[src/rtl/sub8_serial_if.sv]
// sub8_serial_if: pushbutton, switch and LED bundle of the bit-serial subtractor.
interface sub8_serial_if;
    logic        btnU;
    logic [15:0] sw;
    logic [15:0] led;
    modport master (output btnU, sw, input led);
    modport slave (input btnU, sw, output led);
endinterface

[src/rtl/sub8_serial.sv]
// sub8_serial: bit-serial 8-bit subtractor (A=sw[7:0], B=sw[15:8]) started by a synchronised btnU edge.
// Define SUB8_OVF_EN to enable the registered signed-overflow flag on led[11].
module sub8_serial #(
    parameter int SYNC_STAGES = 2
) (
    input logic          clk,
    input logic          rst,
    sub8_serial_if.slave io
);
    typedef enum logic [1:0] {IDLE = 2'd0, RUN = 2'd1, DONE = 2'd2} state_t;
    state_t                 state_q;
    logic [SYNC_STAGES-1:0] sync_q;
    logic                   prev_q, fill_q, armed_q;
    logic [7:0]             a_q, b_q, diff_q;
    logic                   br_q;
    logic [3:0]             cnt_q;
    logic                   start, ai, bi, d;
`ifdef SUB8_OVF_EN
    logic                   ovf_q;
`endif

    // armed_q stays low until the button is seen released after reset, so a held button cannot start
    assign start = armed_q & sync_q[SYNC_STAGES-1] & ~prev_q;
    assign ai    = a_q[cnt_q[2:0]];
    assign bi    = b_q[cnt_q[2:0]];
    assign d     = ai ^ bi ^ br_q;

    always_ff @(posedge clk) begin
        if (rst) begin
            sync_q  <= '0;
            prev_q  <= 1'b0;
            fill_q  <= 1'b0;
            armed_q <= 1'b0;
        end else begin
            sync_q  <= {sync_q[SYNC_STAGES-2:0], io.btnU};
            prev_q  <= sync_q[SYNC_STAGES-1];
            fill_q  <= 1'b1;
            armed_q <= armed_q | (fill_q & ~sync_q[0]);
        end
    end

    always_ff @(posedge clk) begin
        if (rst) begin
            state_q <= IDLE;
            a_q     <= '0;
            b_q     <= '0;
            diff_q  <= '0;
            br_q    <= 1'b0;
            cnt_q   <= '0;
`ifdef SUB8_OVF_EN
            ovf_q   <= 1'b0;
`endif
        end else if (start && state_q != RUN) begin
            a_q     <= io.sw[7:0];
            b_q     <= io.sw[15:8];
            diff_q  <= '0;
            br_q    <= 1'b0;
            cnt_q   <= '0;
            state_q <= RUN;
`ifdef SUB8_OVF_EN
            ovf_q   <= 1'b0;
`endif
        end else if (state_q == RUN) begin
            diff_q <= {d, diff_q[7:1]};
            br_q   <= (~ai & bi) | (~(ai ^ bi) & br_q);
            cnt_q  <= cnt_q + 4'd1;
            if (cnt_q == 4'd7) begin
                state_q <= DONE;
`ifdef SUB8_OVF_EN
                ovf_q   <= (a_q[7] ^ b_q[7]) & (a_q[7] ^ d);
`endif
            end
        end
    end

`ifdef SUB8_OVF_EN
    assign io.led = {cnt_q, ovf_q, state_q == DONE, state_q == RUN, br_q, diff_q};
`else
    assign io.led = {cnt_q, 1'b0, state_q == DONE, state_q == RUN, br_q, diff_q};
`endif
endmodule
[src/flat_wrapper.sv]
// flat-port wrapper written by rule: the top's interface ports become plain ports
module sub8_serial_flat 
#(
    parameter int SYNC_STAGES = 2
)
  (clk, rst, io_btnU, io_sw, io_led);
  sub8_serial_if io_i ();
  input logic clk;
  input logic rst;
  input wire logic [$bits(io_i.btnU)-1:0] io_btnU;
  input wire logic [$bits(io_i.sw)-1:0] io_sw;
  output wire logic [$bits(io_i.led)-1:0] io_led;
  assign io_i.btnU = io_btnU;
  assign io_i.sw = io_sw;
  assign io_led = io_i.led;
  sub8_serial #(.SYNC_STAGES(SYNC_STAGES)) u_core (.clk(clk), .rst(rst), .io(io_i));
endmodule
[config.mk]
export PLATFORM = sky130hd
export DESIGN_NAME = sub8_serial_flat
export DESIGN_NICKNAME = d
export VERILOG_FILES = /design/src/rtl/sub8_serial_if.sv /design/src/rtl/sub8_serial.sv /design/src/flat_wrapper.sv
export SDC_FILE = /design/constraint.sdc
export NUM_CORES = 1
export LEC_CHECK = 0
export CORE_MARGIN = 2
export CORE_UTILIZATION = 44
export CTS_BUF_LIST = sky130_fd_sc_hd__clkbuf_16
export CTS_CLUSTER_DIAMETER = 80
export DETAILED_ROUTE_END_ITERATION = 16
export PLACE_DENSITY = 0.79
export RECOVER_POWER = 50
export SETUP_SLACK_MARGIN = 0.4
export SLEW_MARGIN = 20
export SYNTH_ARGS = -nofsm -noshare
export SYNTH_HDL_FRONTEND = slang
export SYNTH_SLANG_ARGS = --single-unit
[constraint.sdc]
create_clock -name clk -period 2 [get_ports clk]
set_clock_uncertainty 0.2 [all_clocks]
set_input_delay 0.4 -clock clk [delete_from_list [all_inputs] [get_ports clk]]
set_output_delay 0.4 -clock clk [all_outputs]
set_load 0.05 [all_outputs]
Word level (Yosys, flattened, before mapping)
Cells that the tools add are included.
{"block": "totals", "ff_bits": 36, "in_bits": 19, "out_inout_bits": 16}
{"block": "op_classes", "reduce_logical": 6, "eq_ne": 4, "n_lt_le_gt_ge": 1, "n_mux": 8, "n_bitwise": 13, "n_addsub": 1}
{"op": "binary-select mux 1 bit (select 3 bit)", "count": 2}
{"op": "2-to-1 mux 1 bit", "count": 6}
{"op": "bitwise AND 1 bit", "count": 5}
{"op": "adder 4 x 1 -> 4 bit (second input constant)", "count": 1}
{"op": "== test 4 x 3 -> 1 bit (second input constant)", "count": 1}
{"op": "less-than comparator 3 x 4 -> 1 bit (second input constant)", "count": 1}
{"op": "NOT 1 bit", "count": 4}
{"op": "AND reduction 2 bit", "count": 2}
{"op": "nonzero test 2 bit", "count": 2}
{"op": "== test 2 x 1 -> 1 bit (second input constant)", "count": 1}
{"op": "== test 2 bit (second input constant)", "count": 1}
{"op": "inequality test 2 x 1 -> 1 bit (second input constant)", "count": 1}
{"op": "bitwise OR 1 bit", "count": 2}
{"op": "OR reduction 2 bit", "count": 1}
{"op": "XOR 1 bit", "count": 2}
{"op": "logical AND 1 bit", "count": 1}

Logic depth before layout (Yosys ltp)
{"block": "logic_depth", "depth_word": 6, "ltp_mapped": 6, "depth_no_buf": 5}

Worst setup path before layout
Ideal clock, no wire load.
{"block": "synth_path", "kind": "flip-flop to flip-flop", "from": "register u_core.cnt_q[1]", "to": "register u_core.diff_q[7]", "slack_ps": -558, "required_ps": 1730, "t_arrival_ps": 2288, "path_buffers": 1, "synth_period_minus_slack_ps": 2558, "setup_time_ps": 70, "path_stages_with_launch": 7, "path_cell_list": "dfxtp_1 > buf_6 > mux4_1 > mux2_2 > fa_1 > nand2_1 > a21oi_1"}
{"block": "synth_between", "elab_chain_len": 4}
{"element": "start, declared", "line_no": "sub8_serial.sv:16", "text": "logic [3:0] cnt_q;"}
{"element": "start signal, assigned", "line_no": "sub8_serial.sv:66", "text": "cnt_q <= cnt_q + 4'd1;"}
{"element": "binary-select mux 1 bit (select 3 bit) (on tied branches)", "line_no": "sub8_serial.sv:24, sub8_serial.sv:25"}
{"element": "2-to-1 mux 1 bit (on tied branches)", "line_no": "sub8_serial.sv:24, sub8_serial.sv:25"}
{"element": "XOR 1 bit (*) (2 in series)", "line_no": "sub8_serial.sv:26", "text": "assign d = ai ^ bi ^ br_q;"}
{"element": "via u_core.d", "line_no": "sub8_serial.sv:17", "text": "logic start, ai, bi, d;"}
{"element": "end signal, assigned", "line_no": "sub8_serial.sv:64", "text": "diff_q <= {d, diff_q[7:1]};"}
{"element": "end, declared", "line_no": "sub8_serial.sv:14", "text": "logic [7:0] a_q, b_q, diff_q;"}
The timed path passes the listed nets; every way through them passes the cells marked *. The select of a mux whose other input is x is not followed.
A chain may end at the register's enable or synchronous reset.

Worst setup path after layout
Ends and elaborated chain as after synthesis.

==> summary.md <==
| Metric | Value |
|---|---|
| Max Fanout on Critical Path | `5` |
| RSZ-0062 raised after global routing | `yes` |
| CTS buffer count | `5` |
| IO Pins | `35` |
| Max stage delay on crit path | `510 ps` |
| Setup WS post-layout | `-115 ps` |
| Tmin final | `2110 ps` |
| Wirelength per Cell | `15.6 um` |
| Total clock sinks | `36` |
| Initial DRC Count | `89` |
| Vias in the first global route | `1255` |
| Worst-Margin Slew | `751 ps` |
| Mapped Nets | `172` |
| Violated checks | `negative setup slack` |
| Reg-to-Reg End | `u_core.diff_q[7]$_SDFFE_PP0P_` |
| Pin count of the biggest net entering global routing | `19` |
| Fmax | `0.473 GHz` |
| Reg2reg start | `u_core.cnt_q[1]$_SDFFE_PP0P_` |
| Routability cong. | `0.760` |
| Sequential-to-total area share from yosys stat | `46.5%` |
| CTS root buf | `clkbuf_16` |
| DP Area | `1930 sq um` |
| CP endpoint kind | `flop` |
| Vias | `1311` |
| Yosys reg bits | `36` |
| Detail Route Antenna Nets | `0` |
| Sequential cell area | `728 sq um` |
| DR pass1 iterations | `4` |
| Initial core utilization | `46.1%` |
| Worst endpoint data arrival time | `2130 ps` |
| Port Buffers | `33` |
| First-pass GRT wire length | `5.82 mm` |
| Final Hold Fails | `0` |
| Leak pwr | `0.787 nW` |
| Startpoint types | `flop` |
| Gate Count Post-Synth | `151` |
| Share of layout cells above drive strength 1 | `29.2%` |
| VDD IR-drop max | `508 uV` |
| Most common cell after layout, fill and taps aside | `dfxtp_1` |
| Final Setup Violations | `2` |
| Initial antenna violation count | `0` |
| Most frequent cells in the layout | `32 x dfxtp_1, 19 x nand2_1, 17 x clkdlybuf4s50_1, 14 x a31o_2, 14 x buf_4` |
| HP Class | `reg2reg` |
| Async set-reset flop share out of synthesis | `0%` |
| # nets final | `212` |
| Period utilization | `106%` |
| Core region area | `3360 sq um` |
| Setup WS pre-CTS | `-107 ps` |
| Crit path cell chain | `mux4_2 > mux2_4 > fa_1 > nand2_1 > a21oi_2` |
| All-Layer GR Usage | `19.1%` |
| Warnings from Yosys | `0` |
| Area Overhead vs Synth | `35.4%` |
| Pwr/cell area | `751 nW/um^2` |
| Die height | `63.4 um` |
| EDFF count, synth | `0` |
| Clk Latency, worst-skew pair | `280 ps` |
| Synth cell types | `33` |
| Slowest library cell on the worst path | `fa_1` |
| Status | `finished with violations` |
| Slew Viols, Final | `0` |
| Via density | `5.51` |
| Cell area after layout | `2100 sq um` |
| Routed wire length | `3.71 mm` |
| CTS H-tree lvls | `2` |
| Reg2reg path depth | `5` |
| WP data required | `2020 ps` |
| Fill count | `309` |
| Synth Cell Area | `1550 sq um` |
| FP Rows | `21` |
| Clk slew on worst S/H paths | `60 ps` |
| Hold path depth | `2` |
| Full die area | `4020 sq um` |
| Multi-input gate area | `762 sq um` |
| Syn avg cell area | `10.3 sq um` |
| HPWL after DPL | `2.51 mm` |
| GRT overflow | `0` |
| Worst Hold Endpoint | `u_core.sync_q[1]$_SDFF_PP0_` |
| Max-cap violation count | `0` |
| Clock tree from TritonCTS | `yes` |
| DRC viols | `0` |
| Ys flop type | `dfxtp_1` |
| CP Class | `reg2reg` |
| Flop-to-flop setup slack | `-110 ps` |
| N_diodes | `0` |
| Hold_sp | `u_core.sync_q[0]$_SDFF_PP0_` |
| Clock Tree Buf Depth | `2` |
| Width of the die | `63.4 um` |
| Rel. slew slack | `49.9%` |
-- where the power goes --
part / total [mW] / leakage, nW / switching, mW / internal [mW]
clock network: 0.725 / 0.0762 / 0.275 / 0.449
logic: 0.115 / 0.417 / 0.0548 / 0.0601
registers: 0.738 / 0.294 / 0.00894 / 0.729
-- cell type report --
cell class	instances	share of cell area, %
multi-input combinational	95	36.3
sequential	36	34.7
timing repair buffer	48	18.8
clock buffer	5	5.96
tap	46	2.74
inverter	5	1.01
clock inverter	3	0.596
-- worst max-delay path: cells and delay by family (launching register included) --
family,cells,cell delay [ps]
muxes,2,780
adders and majority gates,1,510
DFF,1,380
AOI/OAI and AO/OA,1,110
and+or+nand+nor,1,70
-- per-layer routing --
layer / GRT usage [%] / routed length [um]
met5: 0 / 0
met4: 10.3 / 91
met3: 5.71 / 179
met2: 32.2 / 1900
met1: 21.4 / 1530
-- flip-flops by register name (all words and copies together) (netlist names) --
register / count
u_core.a_q: 8
u_core.sync_q: 2
u_core.br_q: 1
u_core.fill_q: 1
u_core.cnt_q: 4
u_core.state_q: 2
u_core.prev_q: 1
u_core.diff_q: 8
u_core.b_q: 8
u_core.armed_q: 1
-- synthesized netlist by cell type, types with 2 or more instances --
cell type / instances / area share, %
dfxtp_1: 36 / 46
nand2_1: 19 / 4.6
nor4b_1: 16 / 9.0
a31o_2: 14 / 7.9
a21oi_1: 11 / 3.5
buf_2: 7 / 2.3
nor2_1: 6 / 1.5
clkbuf_1: 4 / 0.97
mux4_1: 4 / 6.8
inv_1: 3 / 0.73
nand3_1: 3 / 0.97
nor2b_1: 3 / 1.2
a31o_1: 2 / 1.1
buf_4: 2 / 0.97
buf_6: 2 / 1.5
nand2b_1: 2 / 0.81
-- timing repair --
item,CTS,global route
setup endpoints to repair,33,12
hold buffers,0,0
resized for setup,7,7
setup buffers,1,3
-- metrics by stage --
step                      utilization, %  hold slack [ps]  setup TNS (ps)  cells  power (mW)
final                               62.5              229            -139    238        1.58
after global routing                62.5              272            -286    238        1.63
after CTS                           62.2              235            -166    235        1.59
after detailed placement            57.3              226            -126    226       0.864
after global placement              57.3              217           -41.5    226       0.859
after floorplan                        -              210            -419    151       0.809
-- kinds of logic (layout without fill, tap and decap cells) --
logic type / count (synthesis) / count (layout) / share of synthesized area [%]
buf+inv: 20 / 61 / 6.85
other cells: 1 / 1 / 0.242
xor+xnor: 2 / 2 / 1.13
simple gates: 52 / 52 / 20.2
compound gates: 32 / 32 / 14.8
mux: 6 / 6 / 8.15
flops: 36 / 36 / 46.5
fa+ha+maj: 2 / 2 / 2.10
-- worst max path at each step --
| stage | from | end | depth (start not counted) |
|---|---|---|---|
| after CTS | u_core.cnt_q[1]$_SDFFE_PP0P_ | u_core.diff_q[7]$_SDFFE_PP0P_ | 5 |
| after global placement | u_core.cnt_q[1]$_SDFFE_PP0P_ | u_core.diff_q[7]$_SDFFE_PP0P_ | 5 |
| after detailed placement | u_core.cnt_q[1]$_SDFFE_PP0P_ | u_core.diff_q[7]$_SDFFE_PP0P_ | 5 |
| final | u_core.cnt_q[1]$_SDFFE_PP0P_ | u_core.diff_q[7]$_SDFFE_PP0P_ | 5 |
| after global routing | u_core.cnt_q[1]$_SDFFE_PP0P_ | u_core.diff_q[7]$_SDFFE_PP0P_ | 5 |
| after floorplan | u_core.cnt_q[1]$_SDFFE_PP0P_ | u_core.diff_q[7]$_SDFFE_PP0P_ | 6 |
Power figures use the tool's default switching activity.
